$ cat config.mk
export PLATFORM = sky130hd
export DESIGN_NAME = am_envelope_demod
export DESIGN_NICKNAME = d
export VERILOG_FILES = /design/src/rtl/am_envelope_demod.sv
export SDC_FILE = /design/constraint.sdc
export NUM_CORES = 1
export LEC_CHECK = 0
export CAP_MARGIN = 10
export CORE_ASPECT_RATIO = 1.1
export CORE_MARGIN = 2
export CORE_UTILIZATION = 50
export DETAILED_ROUTE_END_ITERATION = 10
export DONT_BUFFER_PORTS = 1
export GPL_TIMING_DRIVEN = 0
export HOLD_SLACK_MARGIN = 0.1
export PLACE_DENSITY_LB_ADDON = 0.05
export SYNTH_ARGS = -nofsm -noshare
export SYNTH_HDL_FRONTEND = slang
export SYNTH_SLANG_ARGS = --single-unit
$ cat constraint.sdc
create_clock -name sys_clk -period 7.3 [get_ports sys_clk]
set_input_delay 1.46 -clock sys_clk [delete_from_list [all_inputs] [get_ports sys_clk]]
set_output_delay 1.46 -clock sys_clk [all_outputs]
set_load 0.005 [all_outputs]
$ cat src/rtl/am_envelope_demod.sv
// AM envelope detector: |x| or x^2 -> moving average -> decimated DAC samples.
// Optional leaky DC tracker on the output, enabled with `AMD_DC_REMOVE_EN.
module am_envelope_demod #(
  parameter int DW       = 8,
  parameter int LOG2_LEN = 4,
  parameter int DECIM    = 1,
  parameter int DC_LOG2  = 8
) (
  input  logic          sys_clk,
  input  logic          sys_rst,
  input  logic          in_valid,
  input  logic [DW-1:0] ad_data,
  input  logic          mode,
  input  logic          clr,
  output logic [DW-1:0] da_data,
  output logic          out_valid
);

  localparam int N  = 1 << LOG2_LEN;
  localparam int SW = DW + LOG2_LEN;
  localparam int CW = (DECIM > 1) ? $clog2(DECIM) : 1;
  localparam logic [CW-1:0] CMAX = CW'(DECIM - 1);

  logic [DW-1:0]          xu;
  logic signed [DW-1:0]   xs;
  logic [DW-1:0]          xa;
  logic signed [2*DW-1:0] sq;
  logic [DW-1:0]          d_n;
  logic [DW-1:0]          d_q;
  logic                   v1;
  logic                   v2;

  logic [DW-1:0]       mem [N];
  logic [LOG2_LEN-1:0] wp;
  logic [SW-1:0]       sum_q;
  logic [SW-1:0]       sum_n;

  logic [DW-1:0] avg;
  logic [DW:0]   y2;
  logic [DW-1:0] y_n;
  logic [DW-1:0] y_q;
  logic          y_v;
  logic [CW-1:0] cnt;

  logic unused_bits;

  // Offset binary to two's complement is an MSB flip.
  always_comb begin
    xu  = ad_data ^ {1'b1, {(DW-1){1'b0}}};
    xs  = $signed(xu);
    xa  = xu[DW-1] ? (~xu + DW'(1)) : xu;
    sq  = xs * xs;
    d_n = mode ? sq[2*DW-2:DW-1] : xa;
  end

  assign unused_bits = ^{sq[2*DW-1], sq[DW-2:0]};

  always_comb begin
    sum_n = sum_q + SW'(d_q) - SW'(mem[wp]);
    avg   = sum_q[SW-1:LOG2_LEN];
    y2    = {avg, 1'b0};
    y_n   = y2[DW] ? {DW{1'b1}} : y2[DW-1:0];
  end

  always_ff @(posedge sys_clk or posedge sys_rst) begin
    if (sys_rst) begin
      d_q   <= '0;
      v1    <= 1'b0;
      v2    <= 1'b0;
      wp    <= '0;
      sum_q <= '0;
      cnt   <= '0;
      y_q   <= '0;
      y_v   <= 1'b0;
      for (int i = 0; i < N; i++) mem[i] <= '0;
    end else if (clr) begin
      v1    <= 1'b0;
      v2    <= 1'b0;
      wp    <= '0;
      sum_q <= '0;
      cnt   <= '0;
      y_v   <= 1'b0;
      for (int i = 0; i < N; i++) mem[i] <= '0;
    end else begin
      v1 <= in_valid;
      if (in_valid) d_q <= d_n;
      v2 <= v1;
      if (v1) begin
        sum_q   <= sum_n;
        mem[wp] <= d_q;
        wp      <= wp + 1'b1;
      end
      y_v <= 1'b0;
      if (v2) begin
        if (cnt == CMAX) begin
          cnt <= '0;
          y_q <= y_n;
          y_v <= 1'b1;
        end else begin
          cnt <= cnt + 1'b1;
        end
      end
    end
  end

`ifdef AMD_DC_REMOVE_EN
  localparam int AW = DW + DC_LOG2;

  logic [AW-1:0]      acc;
  logic [DW-1:0]      dc;
  logic signed [DW+1:0] diff;
  logic [DW-1:0]      dac_n;
  logic [DW-1:0]      dac_q;
  logic               dac_v;

  always_comb begin
    dc   = acc[AW-1:DC_LOG2];
    diff = $signed({2'b00, y_q}) - $signed({2'b00, dc})
         + $signed((DW+2)'(1 << (DW-1)));
    if (diff[DW+1])   dac_n = '0;
    else if (diff[DW]) dac_n = {DW{1'b1}};
    else              dac_n = diff[DW-1:0];
  end

  always_ff @(posedge sys_clk or posedge sys_rst) begin
    if (sys_rst) begin
      acc   <= '0;
      dac_q <= '0;
      dac_v <= 1'b0;
    end else if (clr) begin
      acc   <= '0;
      dac_v <= 1'b0;
    end else begin
      dac_v <= y_v;
      if (y_v) begin
        acc   <= acc + AW'(y_q) - AW'(dc);
        dac_q <= dac_n;
      end
    end
  end

  assign da_data   = dac_q;
  assign out_valid = dac_v;
`else
  assign da_data   = y_q;
  assign out_valid = y_v;
`endif

endmodule

==> metrics <==
Final Util=55.5%; share of the synthesized area in the top cell type=39.4%; Final Skew=about 0.016 ns; minimum clock period=5.91 ns; WL/cell=19.5 um; vias per cell=between 5 and 6; Sink Count=163; H-tree levels=4; worst path cell trace=clkbuf_1, inv_1, nor2_1, inv_1, fa_1, inv_1, fa_1, fa_1, inv_1, fa_1, inv_1, ha_1, a21o_2, a221oi_1, o21ai_0, o311ai_0, o311ai_0; CP Max Fanout=9; n_diodes=0; die area=21,900 sq um; post-route ant nets=0; Mapped Cells=1,125; total power divided by cell area=310 nW/um^2; Setup violations, final=0; Chip Width=141 um; DRT iter0 DRCs=approximately 700; Critical Path AT=just over 6 ns; Sequential Area=4080 sq um; slew margin rel.=between 15 and 20%; crit path max-delay cell type=fa_1; CP Data Required Time=roughly 7.6 ns; Mapped Area=between 10,000 and 15,000 sq um; grt ovf=0; layout filler cell count=around 1,900; max-cap viol count=0; setup ws final=1.39 ns; Clock Latency Late Sink=0.44 ns; crit start category=input pin; fin. max-slew vios=0; yosys warns=0; Total Wirelength=27,600 um; fmax=169 MHz; Vias=about 8,100; final worst path period share=80.9%; clk root buf=clkbuf_16; CP startpoint=ad_data[6]; critical path class=in2reg; CTS tree=done; layout net count=1,248; Crit path top cell by count=inv_1; Design Power=3510 uW; layout cell share with drive strength beyond 1=8.20%; first-pass GRT wire length=44,400 um; Area Growth Syn to Fin=9.48%; setup TNS=0 ns; FP Rows=55; GPL Wtd Cong=approximately 0.93; core footprint=20,400 sq um; max incr delay on CP=~0.54 ns; Pleak=0.00493 uW; Netlist cell types=53; area leader, netlist=dfrtp_1; pre-CTS setup slack=0.978 ns; Post-synth ARST share=100%; run status=complete, no violations; cts hold-fix bufs=0; vias in the first global route=7,913; EDFF count, synth=0; Seq/Total Area, Yosys=between 30% and 40%; Mapped Nets=1,227; Top FF cell, synth=dfrtp_1; Hold Vio Cnt, Final=0; measured slew at the worst slew-check pin=1.25 ns; RSZ-0062 raised after global routing=no; pin count of the biggest net entering global routing=106; detailed placement HPWL=19,700 um; Hold/Removal Path Class=reg2reg; clock-pin slew on the worst setup and hold paths=0.07 ns; cell with the most instances after synthesis=nand2_1; Post-synth top cells=nand2_1 (289), dfrtp_1 (163), a21oi_1 (149), inv_1 (113), nor2_1 (55); GRT Total Usage=26.6%; residual DRC count=0; PortBufs=0; # Post-CTS Setup Buffers=0; Syn Area/Cell=9.21 sq um; Boundary Pins=22; post-synthesis register bit count=163; Initial Utilization=slightly above 50%; drt pass-1 iters=5; die height=155 um; PostCTS Resize Cnt=0; initial antenna violation count=1; hold path startpoint=da_data[3]$_DFFE_PP0P_; multi-input combinational cell area=5610 sq um; number of buffers created by CTS=17; worst r2r src=wp[1]$_DFFE_PP0P_; Longest Clk Path Bufs=2; Worst IR Drop VDD=0.231 mV; largest cells by area after synthesis=dfrtp_1 (39%), nand2_1 (10%), fa_1 (9.1%); Crit. End Element=register
## flip-flops by register name, indices dropped and copies added, names as in the netlist
name / flops
d_q: 8
da_data: 8
mem: 128
out_valid: 1
sum_q: 12
v1: 1
v2: 1
wp: 4
## power breakdown
part           leakage, uW  internal (uW)  switching [uW]
registers          0.00224            968            37.9
clock network     0.000305            533             424
logic              0.00239            605             945
## area by class of cell
| class | count | share of cell area, % |
|---|---|---|
| Multi-Input combinational cell | 790 | 49.5 |
| Tap cell | 256 | 2.82 |
| Inverter | 113 | 3.80 |
| Timing Repair Buffer | 2 | 0.287 |
| Clock buffer | 19 | 3.90 |
| Sequential cell | 163 | 35.9 |
| Buffer | 59 | 2.19 |
| Clock inverter | 13 | 1.58 |
## cell families (layout without fill, tap and decap cells)
kind of cell	Yosys count	in the layout	share of synthesized area, %
xor gates and xnor gates	30	30	2.53
buffers and inverters	172	206	6.49
muxes	49	49	9.57
AOI/OAI and AO/OA	215	215	11.9
DFF	163	163	39.4
adders and majority gates	89	89	14.1
and+or+nand+nor	407	407	16.0
## critical path: cells and delay by family
family | cells | cell delay (ns)
AND/OR/NAND/NOR | 1 | 0.23
adder cells (fa/ha/maj) | 5 | 2.45
AO/OA/AOI/OAI | 5 | 1.18
buffers and inverters | 6 | 0.84
## routing by layer
layer | vias to the layer above | wire length (um) | global-route usage (%)
met3 | 36 | 1250 | 4.37
met2 | 201 | 12900 | 41.4
met4 | 2 | 629 | 8.00
met1 | 4087 | 12800 | 38.8
met5 | - | 13 | 0
li1 | 3765 | - | -
## final timing paths
kind,to,slack [ns],depth (start not counted)
worst min-delay path,da_data[3]$_DFFE_PP0P_,0.50,2
worst max-delay path,d_q[6]$_DFFE_PP0P_,1.39,17
max in group asynchronous,mem[82]$_DFFE_PP0P_,5.52,2
worst min register to register,da_data[3]$_DFFE_PP0P_,0.50,2
min in group asynchronous,sum_q[8]$_DFFE_PP0P_,0.90,1
worst max register to register,sum_q[10]$_DFFE_PP0P_,2.56,13
## through the flow
step | hold WS (ns) | std cells | instance area [sq um]
2_1_floorplan | 0.473 | 1125 | 10400
3_3_place_gp | 0.492 | 1381 | 10700
3_5_place_dp | 0.500 | 1382 | 10700
4_1_cts | 0.517 | 1414 | 11300
5_1_grt | 0.540 | 1415 | 11300
6_report | 0.504 | 1415 | 11300
## placed cells by master, fill, tap and decap left out, types with 3 or more instances in the layout
cell,Yosys,routed
buf_2,8,9
o21bai_1,4,4
nor2b_1,4,4
clkbuf_1,47,48
dfrtp_1,163,163
nand2b_1,10,10
fa_1,47,47
a31oi_1,5,5
mux4_2,40,40
xnor2_1,25,25
inv_6,0,6
ha_1,42,42
a21oi_1,149,149
nand3_1,14,14
nand4_1,6,6
xor2_1,5,5
clkbuf_16,0,17
o21ai_0,23,23
and2_1,6,6
o211ai_1,3,3
inv_8,0,4
o311ai_0,3,3
nor3_1,14,14
a211oi_1,4,4
nor2_1,55,55
inv_1,113,112
mux2i_1,8,8
a21o_1,7,7
nand2_1,289,289
No activity file was read; power rests on OpenSTA's default activity.
